<file path="config.mk">
export PLATFORM = sky130hd
export DESIGN_NAME = imem_loadable
export DESIGN_NICKNAME = d
export VERILOG_FILES = /design/src/rtl/imem_loadable.sv
export SDC_FILE = /design/constraint.sdc
export NUM_CORES = 1
export LEC_CHECK = 0
export CAP_MARGIN = 20
export CORE_MARGIN = 5
export CORE_UTILIZATION = 56
export CTS_BUF_LIST = sky130_fd_sc_hd__clkbuf_16
export CTS_CLUSTER_SIZE = 8
export DETAILED_ROUTE_END_ITERATION = 16
export PLACE_DENSITY = 0.75
export SLEW_MARGIN = 40
export SYNTH_ARGS = -nofsm -noshare
export SYNTH_HDL_FRONTEND = slang
export SYNTH_SLANG_ARGS = --single-unit
</file>
<file path="constraint.sdc">
create_clock -name clk -period 2.5 [get_ports clk]
set_input_delay 0.375 -clock clk [delete_from_list [all_inputs] [get_ports clk]]
set_output_delay 0.375 -clock clk [all_outputs]
set_load 0.02 [all_outputs]
</file>
<file path="src/rtl/imem_loadable.sv">
// imem_loadable: instruction RAM filled over a valid/ready load port, then fetched by the CPU
module imem_loadable #(
    parameter int DATA_W = 16,
    parameter int ADDR_W = 16,
    parameter int DEPTH  = 64
) (
    input  logic                       clk,
    input  logic                       rst_n,
    input  logic [ADDR_W-1:0]          iaddr,
    input  logic                       ird_en,
    output logic [DATA_W-1:0]          idata,
    output logic                       ivalid,
    output logic                       stall,
    input  logic                       ld_start,
    input  logic                       ld_valid,
    input  logic [DATA_W-1:0]          ld_data,
    input  logic                       ld_last,
    output logic                       ld_ready,
    output logic                       ld_done,
    output logic                       ld_err,
    output logic [$clog2(DEPTH):0]     ld_count
);
    localparam int AW = $clog2(DEPTH);
    localparam int CW = AW + 1;

    typedef enum logic [1:0] {EMPTY, LOAD, RUN} state_t;

    state_t              state, state_n;
    logic [DATA_W-1:0]   mem [DEPTH];
    logic [ADDR_W-2:0]   idx;
    logic [ADDR_W-2:0]   cnt_ext;
    logic                accept;
    logic                last_slot;
    logic                in_range;
    logic                fetch;
    logic                unused_bit0;

    assign idx         = iaddr[ADDR_W-1:1];
    assign unused_bit0 = iaddr[0];
    assign cnt_ext     = {{(ADDR_W-1-CW){1'b0}}, ld_count};
    assign in_range    = idx < cnt_ext;
    assign accept      = ld_valid && ld_ready;
    assign last_slot   = ld_count == CW'(DEPTH - 1);
    assign fetch       = state == RUN && !ld_start && ird_en;
    assign stall       = state != RUN;

    // Next-state decode: a load ends on ld_last or when the last slot is written.
    always_comb begin
        state_n = state;
        case (state)
            EMPTY:   if (ld_start) state_n = LOAD;
            LOAD:    if (accept && (ld_last || last_slot)) state_n = RUN;
            RUN:     if (ld_start) state_n = LOAD;
            default: state_n = EMPTY;
        endcase
    end

    // State register plus registered load-port handshake and status flags.
    always_ff @(posedge clk or negedge rst_n) begin
        if (!rst_n) begin
            state    <= EMPTY;
            ld_ready <= 1'b0;
            ld_done  <= 1'b0;
            ld_err   <= 1'b0;
            ld_count <= '0;
        end else begin
            state    <= state_n;
            ld_ready <= state_n == LOAD;
            ld_done  <= state == LOAD && state_n == RUN;
            if (state != LOAD && state_n == LOAD)
                ld_count <= '0;
            else if (accept)
                ld_count <= ld_count + 1'b1;
            if (state == RUN && ld_start)
                ld_err <= 1'b0;
            else if (accept && last_slot && !ld_last)
                ld_err <= 1'b1;
        end
    end

    // Storage is not reset; ld_count gates what is readable.
    always_ff @(posedge clk) begin
        if (accept)
            mem[ld_count[AW-1:0]] <= ld_data;
    end

    // Registered fetch; words beyond the loaded program read as zero.
    always_ff @(posedge clk or negedge rst_n) begin
        if (!rst_n) begin
            idata  <= '0;
            ivalid <= 1'b0;
        end else begin
            ivalid <= fetch;
            if (fetch)
                idata <= in_range ? mem[idx[AW-1:0]] : '0;
        end
    end
endmodule

</file>
==> results of run 1 <==
==> cell usage after synthesis, drive strengths merged, types with 29 or more instances <==
| library cell | number | share of area, % |
|---|---|---|
| nor2 | 88 | 0.81 |
| clkbuf | 56 | 0.51 |
| edfxtp | 1024 | 75 |
| o21ai | 32 | 0.39 |
| a211oi | 57 | 1.0 |
| buf | 64 | 0.97 |
| o22ai | 75 | 1.1 |
| a22oi | 29 | 0.53 |
| mux2 | 154 | 4.2 |
| dfrtp | 29 | 1.8 |
| nand2 | 36 | 0.33 |
| nor2b | 36 | 0.55 |
| mux4 | 137 | 7.5 |
| a21oi | 30 | 0.37 |
| mux2i | 83 | 2.0 |
| nor3 | 37 | 0.45 |
==> layout by cell type, fill, tap and decap left out, types with 43 or more instances in the layout <==
cell / netlist / routed
a211oi_1: 57 / 57
clkdlybuf4s50_1: 0 / 43
buf_4: 20 / 225
buf_12: 0 / 84
o22ai_1: 75 / 75
edfxtp_1: 1024 / 1024
mux4_2: 134 / 134
mux2i_1: 83 / 83
mux2_2: 154 / 154
inv_1: 8 / 64
clkbuf_16: 0 / 149
nor2_1: 87 / 86
==> metal layers <==
metal  wire (um)  up-vias  track usage (%)
met2       51400     1408             43.1
met1       40500    11800             38.0
met3       11600      272             6.73
met5          14        -                0
met4        4610        2             11.5
li1            -     9488                -
==> cell type report <==
cell class                 instances  area [um^2]  area share, %
inverter                           9         33.8         0.0676
sequential                      1053        31500           63.0
antenna                            1         2.50        0.00501
tap                              959         1200           2.40
multi-input combinational        927         9030           18.1
clock buffer                     149         3730           7.46
timing repair buffer             371         3920           7.83
clock inverter                    72          591           1.18
==> worst reg2reg max path: cells and delay by family (launching register included) <==
family,cells,cell delay (ns)
compound gates,3,0.65
fa+ha+maj,1,0.17
buf+inv,3,0.39
flops,1,0.34
simple gates,2,0.74
==> how the worst min path moves through the flow <==
| stage | from | to | slack (ns) | cells after the start |
|---|---|---|---|---|
| floorplan | rst_n | idata[0] | 0.08 | 0 |
| global placement | ld_err | ld_err | 0.48 | 1 |
| detailed placement | rst_n | ld_count[6] | 0.37 | 1 |
| CTS | ld_data[8] | mem[34][8] | 0.08 | 1 |
| global route | ld_data[2] | mem[53][2] | 0.12 | 2 |
| finish | ld_data[2] | mem[62][2] | 0.12 | 2 |
==> power by group <==
part           switching, mW  internal (mW)  total [mW]
sequential            0.0969           19.6        19.7
clock                   7.48           10.8        18.3
combinational           1.65           1.08        2.73
total                   9.22           31.5        40.7
==> flip-flops by register name (all words and copies together), names as in the netlist <==
name      count
mem        1024
idata        16
ld_count      7
state         2
ivalid        1
ld_done       1
ld_err        1
ld_ready      1
==> cell families after synthesis <==
family	Yosys count	share of synthesized area [%]
and+or+nand+nor	247	2.87
buffers and inverters	129	1.56
adders and majority gates	7	0.213
DFF	1053	76.6
AOI/OAI and AO/OA	294	4.88
muxes	374	13.8
xor gates and xnor gates	5	0.107
==> per-stage QoR <==
step	power [mW]	hold slack, ns
after detailed placement	22.7	0.374
after global routing	41.9	0.118
after CTS	40.9	0.0784
after floorplan	21.3	0.0794
final	40.7	0.121
after global placement	22.6	0.475
==> timing repair <==
item / in CTS / in global routing
resized for setup: 3 / 2
pin swaps: 1 / 0
setup endpoints to repair: 16 / 3
hold buffers: 1 / 0
cloned: 0 / 0
endpoints found under the hold margin: 29 / 0
==> flow_metrics.py, run 1 <==
metrics = {
    "status": {
        "outcome": "completed",
    },
    "critical_path": {
        "cp_slowest_cell": "or4_1",
        "worstSetupStartpointType": "register",
        "ff2ff_setup_slack_ns": 0.08,
        "reg2reg_depth": 9,
        "arrival_ns": 3.02,
        "crit_cells": 9,
        "critPathBufInv": 3,
        "cp-endpoint": "idata[5]",
        "path_max_fanout": 16,
        "cpPeakStageDelay_ns": 0.56,
        "path_class": "reg -> reg",
        "required_ns": 3.10,
        "r2r-end": "idata[5]",
        "r2r_start": "ld_count[6]",
        "critical-path-top-delay-family": "simple AND/OR/NAND/NOR gates",
        "end_kind": "register",
        "path_cells": "inv_1, ha_1, or4_1, a2111oi_4, buf_4, and3_1, o21ai_1, buf_12, a221oi_1",
        "startpoint": "ld_count[6]",
    },
    "synthesis": {
        "synth_edf_count": 1024,
        "synth_area_per_cell_um2": 19.5,
        "ys_warn_count": 0,
        "synthCells": 2109,
        "synth_nets": 2154,
        "synth_seq_area_share_pct": 76.6,
        "async_flop_share_pct": 2.75,
        "netlist_area_mm2": 0.0411,
        "ys_types": 52,
        "synth_flop_cell": "edfxtp_1",
        "ys_seq_elements": 1053,
    },
    "drt": {
        "vias": 23000,
        "ant_nets": 0,
        "viasPerCell": 6.49,
        "route.detailed.drc": 0,
        "drt_first_pass_iters": 5,
        "drt_iter0_drc": 2645,
        "drt-total-wl_mm": 108,
        "wire_per_inst_um": 30.5,
    },
    "min_path": {
        "hp-class": "in -> reg",
    },
    "sta": {
        "setup_viol": 0,
        "hold_violations": 0,
        "worst_slew_pin_slew_ns": 0.843,
        "grt_setup_unrepaired": "no",
        "fin_skew_ns": 0.0620,
        "fmax_ghz": 0.414,
        "fin_ws_ns": 0.0820,
        "relSlewSlack_pct": 43.8,
        "period_minus_slack_ns": 2.42,
        "slew_violations": 0,
        "fin_crit_sh_pct": 96.7,
        "setup_tns_ns": 0,
    },
    "final_layout": {
        "fin_cells": 3541,
        "final_nets": 2556,
        "final_util_pct": 68.6,
        "nFillCells": 4370,
        "drive_gt1_share_pct": 30.6,
        "final_area_mm2": 0.0500,
        "area_delta_synth_final_pct": 21.6,
    },
    "place": {
        "placed_cell_area_mm2": 0.0456,
        "dpl.hpwl_mm": 67.2,
        "place_inst": 3318,
        "port_buffers": 64,
        "routabilityCongestion": 0.924,
        "dp_slack_ns": -0.521,
    },
    "die": {
        "die_area_mm2": 0.0789,
        "die_h_um": 281,
        "start_util_pct": 56.4,
        "die_x_um": 281,
        "ios": 66,
        "core_mm2": 0.0728,
        "row_count": 99,
    },
    "global_routing": {
        "antenna_found_initial": 2,
        "gr-total-overflow": 0,
        "grt_pass1_wl_mm": 158,
        "grt_pass1_vias": 23400,
        "grt_max_degree": 65,
        "grt_use_total_pct": 27.6,
    },
    "clocking": {
        "clk_latency_ns": 0.75,
        "cts_buffer_depth": 3,
        "clk_pin_slew_worst_paths_ns": 0.05,
        "cts_setup_buffers": 0,
        "cts_tree": "yes",
        "cts.htree.levels": 4,
        "cts.sinks": 1053,
        "cts-root-buf": "clkbuf_16",
        "cts_buffers": 149,
    },
    "pwr": {
        "p_per_area_mw_per_mm2": 815,
        "p_leak_nw": 16.9,
        "peakVddDrop_mv": 0.743,
    },
    "flow_run": {
        "drv_cap": 0,
    },
}
Note: power is estimated with default switching activity, not from simulation.
==> run 2: changes to the inputs <==
--- a/config.mk
+++ b/config.mk
@@ -5,7 +5,7 @@
 export SDC_FILE = /design/constraint.sdc
 export NUM_CORES = 1
 export LEC_CHECK = 0
-export CAP_MARGIN = 20
+export CAP_MARGIN = 25
 export CORE_MARGIN = 5
 export CORE_UTILIZATION = 56
 export CTS_BUF_LIST = sky130_fd_sc_hd__clkbuf_16
==> results of run 2 <==
Same layout as run 1: the final DEF is identical, and so are final timing and power.
